File: config.mk
export PLATFORM = sky130hd
export DESIGN_NAME = gray_count_monitor_flat
export DESIGN_NICKNAME = d
export VERILOG_FILES = /design/src/rtl/gray_count_monitor_if.sv /design/src/rtl/gray_count_monitor.sv /design/src/flat_wrapper.sv
export SDC_FILE = /design/constraint.sdc
export NUM_CORES = 1
export LEC_CHECK = 0
export CAP_MARGIN = 10
export CORE_MARGIN = 5
export CORE_UTILIZATION = 50
export CTS_BUF_LIST = sky130_fd_sc_hd__clkbuf_16
export CTS_CLUSTER_SIZE = 40
export DETAILED_ROUTE_END_ITERATION = 16
export PLACE_DENSITY = 0.79
export SETUP_SLACK_MARGIN = 0.1
export SYNTH_ARGS = -nofsm -noshare
export SYNTH_HDL_FRONTEND = slang
export SYNTH_SLANG_ARGS = --single-unit
File: constraint.sdc
create_clock -name clk -period 4.8 [get_ports clk]
set_input_delay 0.96 -clock clk [delete_from_list [all_inputs] [get_ports clk]]
set_output_delay 0.96 -clock clk [all_outputs]
set_load 0.005 [all_outputs]
File: src/rtl/gray_count_monitor_if.sv
// Bus between an 8-bit Gray counter consumer and its environment.
// Carries the sampled count, control strobes and all monitor results.
interface gray_count_monitor_if #(
    parameter int WIDTH   = 8,
    parameter int EPOCH_W = 16
);
    logic [WIDTH-1:0]         gray_in;
    logic                     ovf_in;
    logic                     mon_en;
    logic                     err_clr;
    logic [WIDTH-1:0]         bin_out;
    logic                     bin_valid;
    logic [WIDTH+EPOCH_W-1:0] ext_count;
    logic                     step_err;
    logic                     ovf_err;
    logic [7:0]               err_cnt;

    modport master (
        output gray_in, ovf_in, mon_en, err_clr,
        input  bin_out, bin_valid, ext_count,
        input  step_err, ovf_err, err_cnt
    );

    modport slave (
        input  gray_in, ovf_in, mon_en, err_clr,
        output bin_out, bin_valid, ext_count,
        output step_err, ovf_err, err_cnt
    );
endinterface

File: src/rtl/gray_count_monitor.sv
// Gray count monitor: converts a Gray count to binary, extends it with
// a wrap epoch, and checks step/overflow protocol with an error counter.
module gray_count_monitor #(
    parameter int WIDTH   = 8,
    parameter int EPOCH_W = 16
) (
    input  logic                 clk,
    input  logic                 rst,
    gray_count_monitor_if.slave  bus
);

    localparam logic [1:0] IDLE  = 2'd0;
    localparam logic [1:0] PRIME = 2'd1;
    localparam logic [1:0] RUN   = 2'd2;

    localparam logic [WIDTH-1:0] MAX = '1;

    logic [1:0]         state;
    logic [WIDTH-1:0]   s1_gray;
    logic               s1_ovf;
    logic [WIDTH-1:0]   bin_q;
    logic               valid_q;
    logic [EPOCH_W-1:0] epoch_q;
    logic               step_q;
    logic               ovf_q;
    logic [7:0]         err_q;

    logic [WIDTH-1:0]   cur;
    logic               is_hold;
    logic               is_step;
    logic               is_wrap;
    logic               is_clear;
    logic               step_bad;
    logic               ovf_bad;
    logic [EPOCH_W-1:0] epoch_nxt;
    logic               run_edge;
    logic               err_now;

    function automatic logic [WIDTH-1:0] g2b(
        input logic [WIDTH-1:0] g
    );
        logic [WIDTH-1:0] b;
        b[WIDTH-1] = g[WIDTH-1];
        for (int i = WIDTH - 2; i >= 0; i--) begin
            b[i] = b[i+1] ^ g[i];
        end
        return b;
    endfunction

    // Classify the stage-1 sample against the current bin_out.
    always_comb begin
        cur       = g2b(s1_gray);
        is_hold   = (cur == bin_q);
        is_wrap   = (bin_q == MAX) && (cur == '0);
        is_step   = (bin_q != MAX) && (cur == bin_q + 1'b1);
        is_clear  = (cur == '0) && (bin_q != '0) && (bin_q != MAX);
        step_bad  = 1'b0;
        ovf_bad   = s1_ovf;
        epoch_nxt = epoch_q;
        unique case (1'b1)
            is_hold:  ovf_bad = s1_ovf;
            is_step:  ovf_bad = s1_ovf;
            is_wrap: begin
                ovf_bad   = ~s1_ovf;
                epoch_nxt = epoch_q + 1'b1;
            end
            is_clear: begin
                ovf_bad   = s1_ovf;
                epoch_nxt = '0;
            end
            default:  step_bad = 1'b1;
        endcase
    end

    assign run_edge = bus.mon_en && (state == RUN);
    assign err_now  = run_edge && (step_bad || ovf_bad);

    // Sequencer: sample stage, binary stage, epoch and error pulses.
    always_ff @(posedge clk) begin
        if (rst) begin
            state   <= IDLE;
            s1_gray <= '0;
            s1_ovf  <= 1'b0;
            bin_q   <= '0;
            valid_q <= 1'b0;
            epoch_q <= '0;
            step_q  <= 1'b0;
            ovf_q   <= 1'b0;
        end else if (!bus.mon_en) begin
            state   <= IDLE;
            valid_q <= 1'b0;
            step_q  <= 1'b0;
            ovf_q   <= 1'b0;
        end else begin
            s1_gray <= bus.gray_in;
            s1_ovf  <= bus.ovf_in;
            step_q  <= 1'b0;
            ovf_q   <= 1'b0;
            case (state)
                IDLE: begin
                    state <= PRIME;
                end
                PRIME: begin
                    bin_q   <= cur;
                    valid_q <= 1'b1;
                    epoch_q <= '0;
                    state   <= RUN;
                end
                RUN: begin
                    bin_q   <= cur;
                    valid_q <= 1'b1;
                    epoch_q <= epoch_nxt;
                    step_q  <= step_bad;
                    ovf_q   <= ovf_bad;
                end
                default: begin
                    state   <= IDLE;
                    valid_q <= 1'b0;
                end
            endcase
        end
    end

    // Saturating error counter; a clear beats a same-edge error.
    always_ff @(posedge clk) begin
        if (rst) begin
            err_q <= '0;
        end else if (bus.err_clr) begin
            err_q <= '0;
        end else if (err_now && (err_q != 8'hFF)) begin
            err_q <= err_q + 8'd1;
        end
    end

    assign bus.bin_out   = bin_q;
    assign bus.bin_valid = valid_q;
    assign bus.ext_count = {epoch_q, bin_q};
    assign bus.step_err  = step_q;
    assign bus.ovf_err   = ovf_q;
    assign bus.err_cnt   = err_q;

endmodule

File: src/flat_wrapper.sv
// flat-port wrapper written by rule: the top's interface ports become plain ports
module gray_count_monitor_flat 
#(
    parameter int WIDTH   = 8,
    parameter int EPOCH_W = 16
)
  (clk, rst, bus_gray_in, bus_ovf_in, bus_mon_en, bus_err_clr, bus_bin_out, bus_bin_valid, bus_ext_count, bus_step_err, bus_ovf_err, bus_err_cnt);
  gray_count_monitor_if #(.WIDTH(WIDTH), .EPOCH_W(EPOCH_W)) bus_i ();
  input  logic clk;
  input  logic rst;
  input wire logic [$bits(bus_i.gray_in)-1:0] bus_gray_in;
  input wire logic [$bits(bus_i.ovf_in)-1:0] bus_ovf_in;
  input wire logic [$bits(bus_i.mon_en)-1:0] bus_mon_en;
  input wire logic [$bits(bus_i.err_clr)-1:0] bus_err_clr;
  output wire logic [$bits(bus_i.bin_out)-1:0] bus_bin_out;
  output wire logic [$bits(bus_i.bin_valid)-1:0] bus_bin_valid;
  output wire logic [$bits(bus_i.ext_count)-1:0] bus_ext_count;
  output wire logic [$bits(bus_i.step_err)-1:0] bus_step_err;
  output wire logic [$bits(bus_i.ovf_err)-1:0] bus_ovf_err;
  output wire logic [$bits(bus_i.err_cnt)-1:0] bus_err_cnt;
  assign bus_i.gray_in = bus_gray_in;
  assign bus_i.ovf_in = bus_ovf_in;
  assign bus_i.mon_en = bus_mon_en;
  assign bus_i.err_clr = bus_err_clr;
  assign bus_bin_out = bus_i.bin_out;
  assign bus_bin_valid = bus_i.bin_valid;
  assign bus_ext_count = bus_i.ext_count;
  assign bus_step_err = bus_i.step_err;
  assign bus_ovf_err = bus_i.ovf_err;
  assign bus_err_cnt = bus_i.err_cnt;
  gray_count_monitor #(.WIDTH(WIDTH), .EPOCH_W(EPOCH_W)) u_core (.clk(clk), .rst(rst), .bus(bus_i));
endmodule
==> results of run 1 <==
[worst min path at each step]
stage | startpoint | depth (start not counted) | slack [ns] | end
2_1_floorplan | u_core.s1_gray[0] | 2 | 0.46 | u_core.s1_gray[0]
3_3_place_gp | u_core.s1_gray[6] | 2 | 0.48 | u_core.s1_gray[6]
3_5_place_dp | u_core.epoch_q[14] | 2 | 0.48 | u_core.epoch_q[14]
4_1_cts | u_core.epoch_q[14] | 2 | 0.49 | u_core.epoch_q[14]
5_1_grt | u_core.epoch_q[14] | 2 | 0.53 | u_core.epoch_q[14]
6_report | u_core.epoch_q[14] | 2 | 0.49 | u_core.epoch_q[14]
[critical path, delay by kind of cell (launching register included)]
kind / cells / cell delay [ns]
simple gates: 3 / 0.87
compound gates: 3 / 0.78
xor+xnor: 3 / 0.84
fa+ha+maj: 4 / 1.28
flops: 1 / 0.39
buf+inv: 1 / 0.06
[per-layer routing]
metal	global-route usage	wire, µm	part of all wire
met1	0.239	2620	0.47
met2	0.286	2500	0.45
met3	0.0466	361	0.065
met4	0.0777	82	0.015
met5	0	0	0
[flip-flops by register name, summed over array words and instances (netlist names)]
register / count
u_core.bus.bin_out: 8
u_core.bus.step_err: 1
u_core.bus.err_cnt: 8
u_core.epoch_q: 16
u_core.s1_gray: 8
u_core.s1_ovf: 1
u_core.state: 2
u_core.bus.bin_valid: 1
u_core.bus.ovf_err: 1
[logic make-up (layout without fill, tap and decap cells)]
| kind of cell | count (synthesis) | in the layout |
|---|---|---|
| mux | 14 | 14 |
| xor+xnor | 28 | 28 |
| fa+ha+maj | 12 | 12 |
| buf+inv | 29 | 77 |
| flops | 46 | 46 |
| compound gates | 42 | 42 |
| simple gates | 118 | 118 |
[where the power goes]
group | internal (µW) | switching (µW) | total, µW
Sequential | 392 | 14.7 | 406
Clock | 244 | 143 | 387
Combinational | 91.6 | 96.1 | 188
Total | 727 | 254 | 981
[per-stage QoR]
step	hold slack, ns	instances	worst slack [ns]	total power (µW)	instance area (µm²)
after detailed placement	0.482	396	0.565	601	3070
after CTS	0.490	404	0.520	991	3230
final	0.486	404	0.514	981	3230
after global routing	0.526	404	0.261	1020	3230
after global placement	0.476	396	0.727	596	3070
after floorplan	0.460	289	0.909	552	2520
[cells in the mapped netlist, types with 3 or more instances]
| library cell | count |
|---|---|
| a211oi_1 | 3 |
| a21o_1 | 3 |
| a21oi_1 | 14 |
| a31oi_1 | 4 |
| a41o_1 | 3 |
| and2_1 | 3 |
| and3_1 | 9 |
| buf_4 | 8 |
| clkbuf_1 | 5 |
| dfxtp_1 | 46 |
| ha_1 | 12 |
| inv_1 | 11 |
| mux2i_1 | 14 |
| nand2_1 | 26 |
| nand3_1 | 11 |
| nand4_1 | 8 |
| nor2_1 | 40 |
| nor3_1 | 6 |
| o21ai_0 | 4 |
| xnor2_1 | 14 |
| xor2_1 | 11 |
[final cells by class]
class	instances	area (µm²)
fill	425	1580
clock buffer	5	125
timing repair buffer	58	573
inverter	11	41.3
sequential	46	921
clock inverter	3	41.3
multi-input combinational	214	1450
tap	67	83.8
==> metrics.cfg, run 1 <==
[cells_and_area]
final_util=0.671
n_antenna_cell=0
mostFrequentLayoutCells=55 x clkdlybuf4s50_1, 46 x dfxtp_1, 40 x nor2_1
area_growth_pct=28.4
layout_commonest_cell=clkdlybuf4s50_1
final_nets=361
drive_gt1_frac=0.0564

[yosys]
synth_mux_area_frac=0.0556
synth-simple-area-share=0.228
synth.ff_latch_count=46
synth_edf_count=0
syn_avg_cell_area_um2=8.72
synth-adder-area-share=0.0596
synth_cells=289
yosys.area.top_type=dfxtp_1
synthXorXnorAreaFrac=0.111
ys_warn_count=0
synthFlopType=dfxtp_1
synth_nets=314
yosysUniqueCellTypes=44
ys_seq_area_frac=0.366
synth_compound_area_frac=0.121
synth_top_family_by_area=simple AND/OR/NAND/NOR gates
async_reset_ff_frac=0
synth_area_leaders=dfxtp_1 37%, ha_1 6.0%, nor2_1 6.0%
syn_area_mm2=0.00252
synth_top_area_share=0.366

[detailed_routing]
ant_nets=0
routedWlPerCell_um=13.8
dr.first_iter.drc_count=68
routed_wl_um=5570
routed-via-count=2149
vias_per_cell=5.32
drc=0
first_pass_iters=4

[sta]
fin_crit_sh=0.893
slew_headroom=0.420
tightest_slew_ns=0.868
setup-violations-final=0
rsz0062_at_grt=false
fmax_mhz=233
period_needed_ns=4.29
setup_tns_ns=0
slew_viol_final=0
hold_viol=0
skew_ns=0.00681

[critical_path]
reg2reg_depth=14
cpMostUsedCell=ha_1
startpoint=u_core.s1_gray[7]
critPathKind=register to register
required_ns=5.02
crit_path_top_delay_cell=or4b_2
crit_path_end=u_core.epoch_q[8]
crit_path_cell_trace=inv_1 -> ha_1 -> xnor2_1 -> ha_1 -> xnor2_1 -> ha_1 -> xnor2_1 -> ha_1 -> nand4_1 -> a21o_1 -> a211oi_2 -> nand2_1 -> or4b_2 -> a21oi_1
rrSetupSlack_ns=0.51
timing.rr.start=u_core.s1_gray[7]
start_kind=register
r2r_end=u_core.epoch_q[8]
worst_path_largest_cell_delay_ns=0.62
endpoint_kind=register
crit_fanout=8
crit_arrival_ns=4.50

[clock_tree]
clock_sinks=46
cts_setup_buffers=0
clk_latency_ns=0.29
clkTransAtPathRegs_ns=0.06
cts_hold_buf=0
cts_tree=done
cts.repair.resized=0
clockRootBuffer=clkbuf_16
cts.path.max_buffers=2
numCtsBuffers=5
cts-htree-levels=2

[die]
start_util=0.523
die_w_um=81.0
ios=56
die_h_um=81.0
dieArea_mm2=0.00656
core_mm2=0.00482
fp-row-count=25

[placement]
dp_hpwl_um=4140
numPortBuffers=55
gp_congestion=0.953

[global_route]
grt_pass1_wl_um=9460
grt_max_degree=24
grt-ovfl-total=0
antenna_found_initial=0
grt_pass1_vias=2074
grt_usage=0.183

[power_and_ir_drop]
p_per_area_mw_per_mm2=303
vdd_ir_drop_max_v=0.000160
power_leakage_uw=0.00122

[job]
cap_violations=0

[hold_path]
hold_path.class=register to register

[outcome]
status=completed

No activity file was read; power rests on OpenSTA's default activity.
==> run 2, diff against run 1 <==
CTS_CLUSTER_SIZE = 20   (was 40)
==> results of run 2 <==
The final DEF is identical to that of run 1; final timing and power are the same.
==> run 3, diff against run 2 <==
RECOVER_POWER = 50   (was unset)
==> run 3 against run 2 <==
Against the previous run:
- utilization is 0.078 points lower
- largest cell class unchanged
- sequential share of layout area hardly changed
- routed wire length stayed put
- clock-buffer cell count stayed put
==> metrics.cfg, run 3 (synthesis gave the netlist of run 1 again) <==
[die]
die_h_um=81.0  ; unchanged
ios=56  ; unchanged
dieArea_mm2=0.00656  ; unchanged
die_w_um=81.0  ; unchanged
fp-row-count=25  ; unchanged
core_mm2=0.00482  ; unchanged
start_util=0.523  ; unchanged

[critical_path]
crit_arrival_ns=4.50  ; about the same
crit_path_end=u_core.epoch_q[8]  ; unchanged
start_kind=register  ; unchanged
r2r_end=u_core.epoch_q[8]  ; unchanged
reg2reg_depth=14  ; unchanged
endpoint_kind=register  ; unchanged
timing.rr.start=u_core.s1_gray[7]  ; unchanged
rrSetupSlack_ns=0.52  ; was 0.51 ns
startpoint=u_core.s1_gray[7]  ; unchanged
required_ns=5.02  ; about the same
critPathKind=register to register  ; unchanged
crit_fanout=8  ; unchanged

[clock_tree]
cts-htree-levels=2  ; unchanged
cts.path.max_buffers=2  ; unchanged
cts_setup_buffers=0  ; unchanged
cts_tree=done  ; unchanged
clock_sinks=46  ; unchanged
cts_hold_buf=0  ; unchanged
clk_latency_ns=0.29  ; about the same
clockRootBuffer=clkbuf_16  ; unchanged
clkTransAtPathRegs_ns=0.06  ; about the same
numCtsBuffers=5  ; unchanged
cts.repair.resized=0  ; unchanged

[cells_and_area]
seqCellArea_um2=921  ; unchanged
drive_gt1_frac=0.0534  ; was 0.0564
largest_reg_flops=16  ; unchanged
mostFrequentLayoutCells=46 x dfxtp_1, 40 x nor2_1, 30 x dlygate4sd3_1  ; was 55 x clkdlybuf4s50_1, 46 x dfxtp_1, 40 x nor2_1
area_growth_pct=28.3  ; was 28.4%
multi_input_area_mm2=0.00145  ; unchanged
final_util=0.671  ; about the same
largest_register=u_core.epoch_q  ; unchanged
final_nets=361  ; unchanged
n_antenna_cell=0  ; unchanged
fillers=425  ; unchanged
layout_commonest_cell=dfxtp_1  ; was clkdlybuf4s50_1

[job]
cap_violations=0  ; unchanged

[placement]
gp_congestion=0.953  ; unchanged
dp_hpwl_um=4140  ; unchanged
dp_slack_ns=0.565  ; unchanged
numPortBuffers=55  ; unchanged

[sta]
slew_headroom=0.396  ; was 0.420
fmax_mhz=234  ; was 233 MHz
period_needed_ns=4.28  ; was 4.29 ns
hold_viol=0  ; unchanged
setup_ws_ns=0.520  ; was 0.514 ns
tightest_slew_ns=0.906  ; was 0.868 ns
skew_ns=0.00676  ; was 0.00681 ns
slew_viol_final=0  ; unchanged
whs_ns=0.483  ; was 0.486 ns
setup-violations-final=0  ; unchanged
fin_crit_sh=0.892  ; was 0.893
setup_tns_ns=0  ; unchanged
rsz0062_at_grt=false  ; unchanged

[detailed_routing]
routed-via-count=2159  ; was 2,149
vias_per_cell=5.34  ; was 5.32
dr.first_iter.drc_count=72  ; was 68
first_pass_iters=4  ; unchanged
ant_nets=0  ; unchanged
routed_wl_um=5570  ; unchanged
drc=0  ; unchanged
routedWlPerCell_um=13.8  ; unchanged

[global_route]
grt_max_degree=24  ; unchanged
grt_pass1_wl_um=9460  ; unchanged
antenna_found_initial=0  ; unchanged
grt_pass1_vias=2074  ; unchanged
grt-ovfl-total=0  ; unchanged
grt_usage=0.183  ; unchanged

[power_and_ir_drop]
p_per_area_mw_per_mm2=303  ; about the same
power_leakage_uw=0.00131  ; was 0.00122 µW
vdd_ir_drop_max_v=0.000160  ; about the same

[outcome]
status=completed  ; unchanged

[hold_path]
hold_path.class=register to register  ; unchanged

[run 3: changes by cell type in the layout (fill, tap and decap cells not counted), sizes merged]
cell	change
buf	-1
clkbuf	+1
clkdlybuf4s50	-30
dlygate4sd3	+30
[run 3: cell type report]
class / count / area share
inverters: 11 / 0.0128
flip-flops and latches: 46 / 0.285
multi-input cells: 214 / 0.448
clock buffers: 5 / 0.0387
clock inverters: 3 / 0.0128
repair buffers: 58 / 0.176
well taps: 67 / 0.0259
[run 3: how the worst min path moves through the flow]
stage                                  start                  to  slack (ns)  cells after the start
after floorplan            u_core.s1_gray[0]   u_core.s1_gray[0]        0.46                      2
after global placement     u_core.s1_gray[6]   u_core.s1_gray[6]        0.48                      2
after detailed placement  u_core.epoch_q[14]  u_core.epoch_q[14]        0.48                      2
after CTS                 u_core.epoch_q[14]  u_core.epoch_q[14]        0.49                      2
after global routing      u_core.epoch_q[14]  u_core.epoch_q[14]        0.52                      2
final                     u_core.epoch_q[14]  u_core.epoch_q[14]        0.48                      2
[run 3: worst max-delay path, stage by stage (launching register included)]
cell and delay (ns):
dfxtp_1 0.39, inv_1 0.06, ha_1 0.37, xnor2_1 0.23, ha_1 0.33, xnor2_1 0.24, ha_1 0.37, xnor2_1 0.36
ha_1 0.21, nand4_1 0.11, a21o_1 0.22, a211oi_2 0.41, nand2_1 0.14, or4b_2 0.62, a21oi_1 0.15
[run 3: metal layers]
layer | track usage | wire length [µm] | vias to the layer above
li1 | - | - | 1099
met4 | 0.0777 | 82 | 0
met1 | 0.239 | 2640 | 978
met2 | 0.286 | 2500 | 72
met5 | 0 | 0 | -
met3 | 0.0466 | 350 | 10
[run 3: metrics by stage]
stage,power (µW),std cells,area (µm²)
global placement,596,396,3070
detailed placement,601,396,3070
floorplan,552,289,2520
finish,980,404,3230
CTS,991,404,3230
global route,1020,404,3230
[run 3: where the power goes]
group	switching, µW	total, µW	internal [µW]
registers	14.6	406	392
clock network	144	387	244
logic	96.1	187	90.5
